File: config.mk
export PLATFORM = sky130hd
export DESIGN_NAME = phi_add_datapath_flat
export DESIGN_NICKNAME = d
export VERILOG_FILES = /design/src/rtl/phi_add_datapath_pkg.sv /design/src/rtl/phi_add_datapath_if.sv /design/src/rtl/br_dummy.sv /design/src/rtl/phi_add_datapath_phi_select.sv /design/src/rtl/phi_add_datapath.sv /design/src/flat_wrapper.sv
export SDC_FILE = /design/constraint.sdc
export NUM_CORES = 1
export LEC_CHECK = 0
export CAP_MARGIN = 5
export CORE_MARGIN = 2
export CORE_UTILIZATION = 34
export CTS_CLUSTER_DIAMETER = 30
export DETAILED_ROUTE_END_ITERATION = 6
export MAX_ROUTING_LAYER = met4
export PLACE_DENSITY = 0.77
export SYNTH_ARGS = -nofsm -noshare
export SYNTH_HDL_FRONTEND = slang
export SYNTH_SLANG_ARGS = --single-unit
File: constraint.sdc
create_clock -name clk -period 5.62 [get_ports clk]
set_clock_uncertainty 0.2 [all_clocks]
set_input_delay 1.124 -clock clk [delete_from_list [all_inputs] [get_ports clk]]
set_output_delay 1.124 -clock clk [all_outputs]
set_load 0.1 [all_outputs]
File: src/rtl/phi_add_datapath_pkg.sv
// Shared definitions for the phi/add datapath slice: default sizes,
// the basic-block ID type and the value phi_out takes when no pair matches.
package phi_add_pkg;

  localparam int DEFAULT_WIDTH   = 32;
  localparam int DEFAULT_NB_PAIR = 2;
  localparam int DEFAULT_ID_W    = 32;

  typedef logic [DEFAULT_ID_W-1:0] block_id_t;

  localparam int NO_MATCH_VALUE = 0;

endpackage

File: src/rtl/phi_add_datapath_if.sv
// Signal bundle for phi_add_datapath.
// Optional feature macro: PHI_MULTI_MATCH_CHECK_EN adds phi_multi.
//
// Handshake: there is none. All inputs are level signals; the phi and adder
// outputs follow them combinationally, and the only sampling point is the
// clock edge on which capture=1 loads sum into sum_q (visible one cycle later).
interface phi_add_datapath_if
  import phi_add_pkg::*;
#(
  parameter int WIDTH   = DEFAULT_WIDTH,
  parameter int NB_PAIR = DEFAULT_NB_PAIR,
  parameter int ID_W    = DEFAULT_ID_W
) ();

  logic [NB_PAIR*WIDTH-1:0] phi_in;
  logic [NB_PAIR*ID_W-1:0]  phi_s;
  logic [ID_W-1:0]          last_block;
  logic [WIDTH-1:0]         phi_out;
  logic                     phi_hit;
  logic [WIDTH-1:0]         add_in1;
  logic [WIDTH-1:0]         sum;
  logic                     carry;
  logic                     capture;
  logic [WIDTH-1:0]         sum_q;
`ifdef PHI_MULTI_MATCH_CHECK_EN
  logic                     phi_multi;

  modport slave (
    input  phi_in, phi_s, last_block, add_in1, capture,
    output phi_out, phi_hit, sum, carry, sum_q, phi_multi
  );

  modport master (
    output phi_in, phi_s, last_block, add_in1, capture,
    input  phi_out, phi_hit, sum, carry, sum_q, phi_multi
  );
`else
  modport slave (
    input  phi_in, phi_s, last_block, add_in1, capture,
    output phi_out, phi_hit, sum, carry, sum_q
  );

  modport master (
    output phi_in, phi_s, last_block, add_in1, capture,
    input  phi_out, phi_hit, sum, carry, sum_q
  );
`endif

endinterface

File: src/rtl/br_dummy.sv
// Portless stand-in for the branch unit of generated controllers; it has no logic.
module br_dummy;
endmodule

File: src/rtl/phi_add_datapath_phi_select.sv
// Phi selector: picks the value of the lowest-indexed pair whose block ID
// equals last_block; zero when nothing matches.
// Optional feature macro: PHI_MULTI_MATCH_CHECK_EN adds the multi output.
module phi_select
  import phi_add_pkg::*;
#(
  parameter int WIDTH   = DEFAULT_WIDTH,
  parameter int NB_PAIR = DEFAULT_NB_PAIR,
  parameter int ID_W    = DEFAULT_ID_W
) (
  input  logic [NB_PAIR*WIDTH-1:0] values,
  input  logic [NB_PAIR*ID_W-1:0]  ids,
  input  logic [ID_W-1:0]          last_block,
  output logic [WIDTH-1:0]         value,
`ifdef PHI_MULTI_MATCH_CHECK_EN
  output logic                     multi,
`endif
  output logic                     hit
);

  logic [NB_PAIR-1:0] match;

  for (genvar k = 0; k < NB_PAIR; k++) begin : g_match
    assign match[k] = (ids[k*ID_W +: ID_W] == last_block);
  end

  assign hit = |match;

  // Priority mux: walk from the top index down so the lowest match is written last.
  always_comb begin
    value = WIDTH'(NO_MATCH_VALUE);
    for (int k = NB_PAIR - 1; k >= 0; k--) begin
      if (match[k]) begin
        value = values[k*WIDTH +: WIDTH];
      end
    end
  end

`ifdef PHI_MULTI_MATCH_CHECK_EN
  // Two-or-more detector: a match after an earlier match flags multi.
  always_comb begin
    logic seen;
    seen  = 1'b0;
    multi = 1'b0;
    for (int k = 0; k < NB_PAIR; k++) begin
      multi = multi | (seen & match[k]);
      seen  = seen | match[k];
    end
  end
`endif

endmodule

File: src/rtl/phi_add_datapath.sv
// Phi selector feeding a wrap-around adder whose sum can be captured into a
// holding register (the loop-carried value of a generated loop).
// Optional feature macro: PHI_MULTI_MATCH_CHECK_EN exposes phi_multi and adds
// a simulation check against ambiguous phi matches.
module phi_add_datapath
  import phi_add_pkg::*;
#(
  parameter int WIDTH   = DEFAULT_WIDTH,
  parameter int NB_PAIR = DEFAULT_NB_PAIR,
  parameter int ID_W    = DEFAULT_ID_W
) (
  input logic clk,
  input logic rst,
  phi_add_datapath_if.slave bus
);

  logic [WIDTH-1:0] phi_value;
  logic             phi_hit_w;
  logic [WIDTH:0]   full_sum;
  logic [WIDTH-1:0] sum_q_r;
`ifdef PHI_MULTI_MATCH_CHECK_EN
  logic             multi_w;
`endif

  phi_select #(
    .WIDTH   (WIDTH),
    .NB_PAIR (NB_PAIR),
    .ID_W    (ID_W)
  ) u_phi_select (
    .values     (bus.phi_in),
    .ids        (bus.phi_s),
    .last_block (bus.last_block),
    .value      (phi_value),
`ifdef PHI_MULTI_MATCH_CHECK_EN
    .multi      (multi_w),
`endif
    .hit        (phi_hit_w)
  );

  br_dummy u_br_dummy ();

  // One extra bit keeps the carry out of the wrap-around addition.
  assign full_sum = {1'b0, phi_value} + {1'b0, bus.add_in1};

  assign bus.phi_out = phi_value;
  assign bus.phi_hit = phi_hit_w;
  assign bus.sum     = full_sum[WIDTH-1:0];
  assign bus.carry   = full_sum[WIDTH];
  assign bus.sum_q   = sum_q_r;
`ifdef PHI_MULTI_MATCH_CHECK_EN
  assign bus.phi_multi = multi_w;
`endif

  // Loop-carried register: reset wins over capture, otherwise hold.
  always_ff @(posedge clk) begin
    if (rst) begin
      sum_q_r <= '0;
    end else if (bus.capture) begin
      sum_q_r <= full_sum[WIDTH-1:0];
    end
  end

`ifdef PHI_MULTI_MATCH_CHECK_EN
  // Ambiguous phi selection usually means a mis-generated controller.
  multi_match_chk : assert property (@(posedge clk) disable iff (rst) !multi_w)
    else $error("phi_add_datapath: several phi pairs match last_block %0d", bus.last_block);
`endif

endmodule

File: src/flat_wrapper.sv
// flat-port wrapper written by rule: the top's interface ports become plain ports
module phi_add_datapath_flat import phi_add_pkg::*;
#(
  parameter int WIDTH   = DEFAULT_WIDTH,
  parameter int NB_PAIR = DEFAULT_NB_PAIR,
  parameter int ID_W    = DEFAULT_ID_W
)
  (clk, rst, bus_phi_in, bus_phi_s, bus_last_block, bus_add_in1, bus_capture, bus_phi_out, bus_phi_hit, bus_sum, bus_carry, bus_sum_q);
  phi_add_datapath_if #(.WIDTH(WIDTH), .NB_PAIR(NB_PAIR), .ID_W(ID_W)) bus_i ();
  input logic clk;
  input logic rst;
  input wire logic [$bits(bus_i.phi_in)-1:0] bus_phi_in;
  input wire logic [$bits(bus_i.phi_s)-1:0] bus_phi_s;
  input wire logic [$bits(bus_i.last_block)-1:0] bus_last_block;
  input wire logic [$bits(bus_i.add_in1)-1:0] bus_add_in1;
  input wire logic [$bits(bus_i.capture)-1:0] bus_capture;
  output wire logic [$bits(bus_i.phi_out)-1:0] bus_phi_out;
  output wire logic [$bits(bus_i.phi_hit)-1:0] bus_phi_hit;
  output wire logic [$bits(bus_i.sum)-1:0] bus_sum;
  output wire logic [$bits(bus_i.carry)-1:0] bus_carry;
  output wire logic [$bits(bus_i.sum_q)-1:0] bus_sum_q;
  assign bus_i.phi_in = bus_phi_in;
  assign bus_i.phi_s = bus_phi_s;
  assign bus_i.last_block = bus_last_block;
  assign bus_i.add_in1 = bus_add_in1;
  assign bus_i.capture = bus_capture;
  assign bus_phi_out = bus_i.phi_out;
  assign bus_phi_hit = bus_i.phi_hit;
  assign bus_sum = bus_i.sum;
  assign bus_carry = bus_i.carry;
  assign bus_sum_q = bus_i.sum_q;
  phi_add_datapath #(.WIDTH(WIDTH), .NB_PAIR(NB_PAIR), .ID_W(ID_W)) u_core (.clk(clk), .rst(rst), .bus(bus_i));
endmodule
---- Word-level counts from Yosys, hierarchy flattened ----
Cells that the tools add are included.
word-level totals
  output and inout port bits .............. 98
  word-level logic and storage cells ...... 7
  bits in registers ....................... 32
operators by class
  $add $sub $neg .......................... 1
  equality and inequality tests ........... 2
  reductions and logical operators ........ 1
  muxes and demuxes ....................... 2
operators with widths
  kind                                       count
  32-bit == test                             2
  32-bit two-way mux                         2
  32-bit by 32-bit adder with 33-bit output  1
  2-bit OR reduction                         1

---- Longest topological paths before layout ----
Gate-level depths: netlist of the first run.
  depth in word-level cells ............... 4
  depth in mapped cells ................... 18

---- Cells and area by module ----
From an unflattened synthesis of the first run, not the netlist that was laid out.
unflattened totals
  cells, all modules ...................... 535
  area total of the unflattened synthesis .. 4480.5 sq um
by module, submodules not included
  module            sequential area each (sq um)  cells an instance  area an instance (sq um)  instances
  phi_add_datapath  640.6                         375                3022.9                    1
  phi_select        0.0                           160                1457.6                    1

---- Worst setup path before layout of the first run ----
No wires, ideal clock.
  path kind ............................... input -> output
  from .................................... input port bus_last_block[28]
  to ...................................... output port bus_carry
  arrival ................................. 8240 ps
  slack ................................... -3944 ps
  cell stages on the path ................. 17
  cells stage by stage .................... xnor2_1 nand4_1 nor4_1 nand2_1 clkbuf_1 clkbuf_1 o21ai_0 ha_1 inv_1 fa_1 nor2b_1 o2111ai_2 a21boi_2 nor2_1 o211ai_1 nor2_1 o21ai_0
between the ends
  longest elaborated chain between the ends .. 4
  elaborated cells between the ends (all ways) .. 5
  those cells by class .................... 1 x add/sub; 2 x eq/ne; 2 x mux
ends and longest elaborated chain
  element                                        RTL line                           RTL
  from (decl)                                    flat_wrapper.sv:14                 input wire logic [$bits(bus_i.last_block)-1:0] bus_last_block;
  32-bit == test                                 phi_add_datapath_phi_select.sv:24  assign match[k] = (ids[k*ID_W +: ID_W] == last_block);
  32-bit two-way mux                             phi_add_datapath_phi_select.sv:33  if (match[k]) begin
  32-bit two-way mux (*)                         phi_add_datapath_phi_select.sv:33
  named net bus_phi_out[0]                       flat_wrapper.sv:17                 output wire logic [$bits(bus_i.phi_out)-1:0] bus_phi_out;
  32-bit by 32-bit adder with 33-bit output (*)  phi_add_datapath.sv:43             assign full_sum = {1'b0, phi_value} + {1'b0, bus.add_in1};
  to (decl)                                      flat_wrapper.sv:20                 output wire logic [$bits(bus_i.carry)-1:0] bus_carry;
Mark *: on every way through the listed nets, which the timed path passes. The rest lies on a longest branch.

---- Final worst setup path of the first run ----
  from .................................... input port bus_last_block[31]
  to ...................................... output port bus_sum[31]
between the ends
  longest elaborated chain between the ends .. 4
  elaborated cells between the ends (all ways) .. 5
  those cells by class .................... 1 x add/sub; 2 x eq/ne; 2 x mux
ends and longest elaborated chain
  element                                        RTL line                           RTL
  32-bit == test                                 phi_add_datapath_phi_select.sv:24
  32-bit two-way mux                             phi_add_datapath_phi_select.sv:33
  32-bit two-way mux (*)                         phi_add_datapath_phi_select.sv:33
  32-bit by 32-bit adder with 33-bit output (*)  phi_add_datapath.sv:43
  to (decl)                                      flat_wrapper.sv:19                 output wire logic [$bits(bus_i.sum)-1:0] bus_sum;
Every way passes the cells marked *; elsewhere a longest branch is shown, timed or not.

==> impl_metrics.yaml, run 1 <==
status:
  status: "finished with violations"
  violations: "design-rule violations, negative setup slack"
grt:
  antenna_found_initial: 5
  grt_pass1_vias: 7888
  grt_usage: 0.422
  gr-total-overflow: 0
  grt_pass1_wl_mm: 45.1
  grt_max_degree: 56
finish:
  syn2layout_area_growth_pct: 165
  drive_gt1_frac: 0.523
  n_fill_cell: 375
  largest_reg_flops: 32
  multi_input_area_sq_mm: 0.00538
  nets: 1337
  fin_cells: 1287
  seq_area_sq_um: 641
sta:
  worst_slack_ns: -0.911
  period_share: 1.16
  rsz0062_at_grt: "true"
  min_period_ns: 6.53
  fmax_ghz: 0.153
  drv_slew: 0
  setup_violations: 29
  hold_violations: 0
  relSlewSlack: 0.194
  worst_pin_slew_ns: 1.21
  tns_ns: -11.36
critical_path:
  critPathCaptureType: "primary output"
  path_buf_inv: 6
  r2r_end: "u_core.bus.sum_q[18]"
  crit_family: "compound AO/OA/AOI/OAI gates"
  reg2reg_from: "u_core.bus.sum_q[18]"
  crit_required_ns: 4.30
  critical_path_class: "in -> out"
  critPathMaxStageDelay_ns: 0.58
  cp_slowest_cell: "o21ai_1"
  rrSetupSlack_ns: 4.39
  path_cells: "buf_2 > xnor2_1 > nand4_1 > nor4_2 > buf_4 > nand2_8 > buf_4 > buf_4 > o21ai_4 > ha_4 > a21oi_2 > o21ai_1 > a21o_1 > nor3_2 > buf_4 > a21oi_2 > o21ai_1 > and2_4 > buf_12"
  worst_r2r_path_depth: 2
  critPathLaunchType: "primary input"
  arrival_ns: 5.21
  crit_path_max_fanout: 8
  cpMostUsedCell: "buf_4"
logic_synthesis:
  netlist_area_sq_mm: 0.00448
  synth_edf_count: 0
  ys_warn_count: 0
  synthXorXnorAreaFrac: 0.178
  synthMuxAreaShare: 0.0313
  avgSynthCellArea_sq_um: 7.30
  synth-seq-area-share: 0.143
  synth-simple-area-share: 0.241
  synthAdderAreaFrac: 0.0939
  synth_ff_type: "dfxtp_1"
  synth_compound_area_frac: 0.241
  ys_types: 62
  netlist_instances: 613
  synth.area.top_cells: "dfxtp_1 (14%), xnor2_1 (9.8%), ha_1 (8.9%)"
  synth_fp_nets: 841
  synth_commonest_cells: "o21ai_0 (54), xnor2_1 (50), inv_1 (45), nand3_1 (41), xor2_1 (41)"
  async_flop_share: 0
  synth_top_area_cell: "dfxtp_1"
  synth_top_family_by_area: "compound AO/OA/AOI/OAI gates"
  ys_ff_latch: 32
  synth.most_common_cell: "o21ai_0"
  synth.top_cell.area_share: 0.143
min_path:
  hold_start: "u_core.bus.sum_q[25]"
  hold_depth: 1
  min_path_type: "reg -> reg"
  min_to: "u_core.bus.sum_q[25]"
cts:
  cts_tree: "built"
  clock-root-buffer: "clkbuf_16"
  cts_max_path_buffers: 2
  htree_levels: 2
  clkTransAtPathRegs_ns: 0.06
  cts_inserted_buffers: 5
  cts.sinks: 32
  insertion_delay_ns: 0.29
die:
  die_x_um: 119
  start_util: 0.352
  die-area_sq_mm: 0.0141
  core_sq_mm: 0.0127
  die_y_um: 119
  row_count: 41
  io_pins: 293
drt:
  vias: 8387
  wl_per_cell_um: 29.1
  vias_per_cell: 6.52
  wirelength_mm: 37.5
  drt_iter0_drc: 1103
  firstDrtPassIters: 7
  route.detailed.drc: 25
  antenna_left: 0
place:
  dp.cells: 1216
  place.gp.congestion: 0.994
  post-place-ws_ns: -0.900
  dpl.hpwl_mm: 21.0
  port_buffers: 292
pwr:
  ir_drop_uv: 106
  leakage_uw: 0.00528
  cellPowerDensity_mw_per_mm2: 112
flow_run:
  maxCapViolCount: 0
placed cells by master (no fill, tap or decap), types with 8 or more instances in the layout:
cell | Yosys | final
buf_4 | 0 | 198
clkdlybuf4s50_1 | 0 | 128
buf_12 | 0 | 68
inv_1 | 45 | 41
buf_6 | 0 | 37
nor2_1 | 39 | 32
dfxtp_1 | 32 | 32
o21ai_4 | 0 | 30
xor2_1 | 41 | 28
buf_2 | 8 | 28
nand2_1 | 34 | 27
nand3_1 | 41 | 23
clkdlybuf4s15_1 | 0 | 23
clkbuf_2 | 0 | 23
a21o_1 | 22 | 22
ha_4 | 0 | 21
xnor2_2 | 0 | 20
nand4_1 | 16 | 16
xnor2_1 | 50 | 16
a21oi_1 | 28 | 15
xnor2_4 | 0 | 14
mux2i_1 | 14 | 14
nand3_2 | 1 | 13
nor3b_1 | 11 | 11
ha_1 | 32 | 9
dlygate4sd2_1 | 0 | 9
a21oi_2 | 2 | 8
o21ai_1 | 0 | 8
o21ai_0 | 54 | 8
o21ai_2 | 0 | 8
xor2_4 | 0 | 8
a21oi_4 | 1 | 8
how the worst max path moves through the flow:
stage,from,endpoint,slack (ns),depth (start not counted)
finish,bus_last_block[31],bus_sum[31],-0.91,19
global route,bus_phi_s[23],bus_sum[31],-0.93,19
CTS,bus_last_block[27],bus_sum[18],-0.25,19
detailed placement,bus_last_block[27],bus_sum[30],-0.90,18
global placement,bus_last_block[21],bus_sum[30],-0.83,19
floorplan,bus_last_block[0],bus_sum[18],-0.66,17
what timing repair did:
| action | 4_1_cts | 5_1_grt |
|---|---|---|
| gates cloned | 2 | 0 |
| setup buffers | 33 | 24 |
| resized for setup | 334 | 158 |
| pin swaps | 96 | 83 |
| hold buffers | 0 | 0 |
| endpoints found under the setup margin | 29 | 28 |
| hold endpoints to repair | 0 | 0 |
logic make-up after synthesis:
kind of cell | count (synthesis)
adders and majority gates | 33
muxes | 14
AOI/OAI and AO/OA | 159
xor gates and xnor gates | 91
and+or+nand+nor | 202
DFF | 32
buffers and inverters | 82
layer usage:
| metal | share of wire | global-route usage | wire, um |
|---|---|---|---|
| met1 | 0.33 | 0.448 | 12400 |
| met2 | 0.45 | 0.746 | 17000 |
| met3 | 0.12 | 0.0792 | 4340 |
| met4 | 0.10 | 0.216 | 3810 |
| met5 | 0 | - | 0 |
through the flow:
stage               power (uW)   util  hold slack, ns  instance area, sq um
floorplan                  595      -           0.719                  5480
global placement           889  0.818           0.248                 10400
detailed placement         902  0.818           0.268                 10400
CTS                       1250  0.895           0.282                 11400
global route              1350  0.933           0.333                 11900
finish                    1330  0.933           0.310                 11900
final cells by class:
type	instances	share of cell area
timing repair buffer	525	0.443
inverter	45	0.0144
clock inverter	1	0.00253
sequential	32	0.0540
clock buffer	7	0.0129
antenna	5	0.00105
tap	172	0.0181
multi-input combinational	500	0.454
where the power goes:
group / switching [uW] / internal [uW]
Combinational: 422 / 297
Sequential: 10.1 / 241
Clock: 129 / 234
Total: 561 / 772
Power figures use the tool's default switching activity.
==> run 2, diff against run 1 <==
- CORE_MARGIN: 2 -> default
==> impl_metrics.yaml, run 2 <==
logic_synthesis:
  synth_top_area_cell: "dfxtp_1"
  ys_warn_count: 0
  synthAdderAreaFrac: 0.0939
  synth_compound_area_frac: 0.241
  avgSynthCellArea_sq_um: 7.30
  synth_edf_count: 0
  synthMuxAreaShare: 0.0313
  synth_commonest_cells: "o21ai_0 (54), xnor2_1 (50), inv_1 (45), nand3_1 (41), xor2_1 (41)"
  synth_fp_nets: 841
  synth.area.top_cells: "dfxtp_1 (14%), xnor2_1 (9.8%), ha_1 (8.9%)"
  synth-seq-area-share: 0.143
  synth.top_cell.area_share: 0.143
  synthXorXnorAreaFrac: 0.178
  synth.most_common_cell: "o21ai_0"
  synth-simple-area-share: 0.241
  ys_ff_latch: 32
  async_flop_share: 0
  netlist_instances: 613
  ys_types: 62
  netlist_area_sq_mm: 0.00448
  synth_top_family_by_area: "compound AO/OA/AOI/OAI gates"
  synth_ff_type: "dfxtp_1"
die:
  die_x_um: 117
  start_util: 0.352
  die_y_um: 117
  row_count: 41
  io_pins: 293
cts:
  cts_inserted_buffers: 5
  cts_hold_buf: 0
  cts_max_path_buffers: 2
  clock-root-buffer: "clkbuf_16"
  cts.sinks: 32
  htree_levels: 2
place:
  place.gp.congestion: 1.00
  port_buffers: 292
  dpl.hpwl_mm: 20.7
  dp.cells: 1215
  placed_area_sq_mm: 0.0104
grt:
  gr-total-overflow: 3
  grt_pass1_vias: 9544
  grt_usage: 0.603
  grt_pass1_wl_mm: 57.6
  grt_max_degree: 55
status:
  tool.error: "[ERROR GRT-0116] Global routing finished with congestion. Check the congestion regions in the DRC Viewer."
  stop_stage: "global routing"
  status: "aborted with a tool error"
-- run 2: cell counts after synthesis --
Identical to the previous run, type by type.
-- run 2: stage by stage --
stage               setup WS, ns  hold slack, ns
floorplan                 -0.664           0.719
global placement          -0.939           0.250
detailed placement         -1.03           0.253
CTS                       -0.282           0.267
-- run 2: what timing repair did --
item,4_1_cts
endpoints found under the setup margin,29
resized for setup,422
buffers inserted,75
pin swaps,143
gates cloned,5
endpoints found under the hold margin,0
-- run 2: per-layer routing --
metal | GRT usage | overflow
met3 | 0.302 | 0
met2 | 0.858 | 2
met4 | 0.606 | 1
met5 | - | -
met1 | 0.581 | 0
-- run 2: cell families after synthesis --
kind of cell | Yosys count
buffers and inverters | 82
adders and majority gates | 33
AOI/OAI and AO/OA | 159
DFF | 32
xor gates and xnor gates | 91
and+or+nand+nor | 202
muxes | 14
==> run 3, diff against run 2 <==
- CORE_AREA: default -> 2 2 113 115
- CORE_UTILIZATION: 34 -> default
- CTS_CLUSTER_DIAMETER: 30 -> default
- DIE_AREA: default -> 0 0 115 117
- MAX_ROUTING_LAYER: met4 -> default
- PLACE_DENSITY: 0.77 -> default
- PLACE_DENSITY_LB_ADDON: default -> 0.15
- clock period: 5.62 -> 7.3 ns (I/O delays scaled with it)
==> impl_metrics.yaml, run 3 (synthesis results as in run 1) <==
status:
  status: "completed"
drt:
  wirelength_mm: 20.1
  vias_per_cell: 5.45
  route.detailed.drc: 0
  vias: 6015
  wl_per_cell_um: 18.3
  firstDrtPassIters: 7
  antenna_left: 0
  drt_iter0_drc: 343
finish:
  design_area_sq_mm: 0.00932
  antenna_cells: 0
  nets: 1180
  mostFrequentLayoutCells: "clkdlybuf4s50_1 (223), buf_4 (105), inv_1 (45), nor2_1 (38), nand3_1 (38)"
  fin_cells: 1103
  syn2layout_area_growth_pct: 108
  final_common_cell: "clkdlybuf4s50_1"
  drive_gt1_frac: 0.284
  postLayoutCoreUtil: 0.757
  multi_input_area_sq_mm: 0.00438
  n_fill_cell: 885
  seq_area_sq_um: 641
  largest_reg_flops: 32
pwr:
  p_total_uw: 916
  ir_drop_uv: 72.5
  leakage_uw: 0.00407
  cellPowerDensity_mw_per_mm2: 98.2
critical_path:
  reg2reg_from: "u_core.bus.sum_q[24]"
  critPathLaunchType: "primary input"
  crit_path_max_fanout: 6
  worst_r2r_path_depth: 2
  r2r_end: "u_core.bus.sum_q[24]"
  startpoint: "bus_last_block[22]"
  arrival_ns: 5.51
  critical_path_class: "in -> out"
  crit_required_ns: 5.64
  critPathCapture: "bus_sum[16]"
  critPathCaptureType: "primary output"
  rrSetupSlack_ns: 6.07
min_path:
  min_path_type: "reg -> reg"
  hold_start: "u_core.bus.sum_q[27]"
grt:
  antenna_found_initial: 0
  grt_usage: 0.284
  use_met3: 0.0541
  grt_util_met1: 0.339
  met2_usage: 0.513
  busiest_layer: "met2"
  grt_pass1_wl_mm: 29.9
  gr-total-overflow: 0
  grt_pass1_vias: 5998
  grt_max_degree: 56
cts:
  cts_max_path_buffers: 2
  clock-root-buffer: "clkbuf_16"
  cts_inserted_buffers: 5
  cts_tree: "built"
  htree_levels: 2
  insertion_delay_ns: 0.28
  clkTransAtPathRegs_ns: 0.06
  cts.sinks: 32
  cts_hold_buf: 0
die:
  die_x_um: 115
  row_count: 41
  core_sq_mm: 0.0123
  die_y_um: 117
  die-area_sq_mm: 0.0135
  start_util: 0.364
  io_pins: 293
sta:
  hold_violations: 0
  relSlewSlack: 0.306
  worst_slack_ns: 0.134
  rsz0062_at_grt: "true"
  min_period_ns: 7.17
  fmax_ghz: 0.140
  drv_slew: 0
  worst_pin_slew_ns: 1.04
  setup_violations: 0
  period_share: 0.982
place:
  placed_area_sq_mm: 0.00873
  post-place-ws_ns: -0.221
  dpl.hpwl_mm: 17.0
  place.gp.congestion: 0.924
  port_buffers: 292
  dp.cells: 1087
flow_run:
  maxCapViolCount: 0
[run 3: worst min-delay path by stage]
stage | endpoint | depth (start not counted)
floorplan | u_core.bus.sum_q[1] | 2
global placement | u_core.bus.sum_q[31] | 1
detailed placement | u_core.bus.sum_q[15] | 1
CTS | u_core.bus.sum_q[15] | 1
global route | u_core.bus.sum_q[15] | 1
finish | u_core.bus.sum_q[27] | 1
[run 3: power breakdown]
part | switching [uW] | total, uW | internal (uW)
registers | 5.72 | 191 | 185
clock network | 88.3 | 249 | 160
logic | 266 | 476 | 209
[run 3: metal layers]
layer,vias up,wire length [um]
met5,-,0
met4,0,592
met3,39,1440
met2,268,10200
met1,2831,7950
li1,2877,-
[run 3: repair_timing]
item / 4_1_cts / 5_1_grt
buffers inserted: 2 / 7
hold endpoints to repair: 0 / 0
pin swaps: 2 / 21
endpoints found under the setup margin: 16 / 19
gates resized for setup: 5 / 67
[run 3: layout make-up]
cell class,instances,share of cell area
multi-input cells,499,0.470
repair buffers,369,0.405
flip-flops and latches,32,0.0687
well taps,150,0.0201
inverters,45,0.0181
clock buffers,5,0.0134
clock inverters,3,0.00456
[run 3: per-stage QoR]
step / hold WS, ns / TNS (ns)
final: 0.277 / 0
after global placement: 0.253 / -0.209
after global routing: 0.284 / -0.110
after CTS: 0.280 / 0
after floorplan: 0.719 / -0.274
after detailed placement: 0.259 / -1.55
[run 3: worst max-delay path, cell delays in order]
cell and delay, ns:
clkdlybuf4s50_1 0.45, xor2_1 0.18, nor4_1 0.37, nand4_1 0.28, nor2_4 0.28, buf_4 0.15
buf_4 0.13, nand3_2 0.11, o21ai_4 0.08, ha_1 0.26, a21o_1 0.21, a21oi_4 0.17
a21boi_2 0.09, or3_4 0.42, buf_4 0.17, a31oi_4 0.22, buf_6 0.14, xnor2_2 0.12
buf_12 0.20
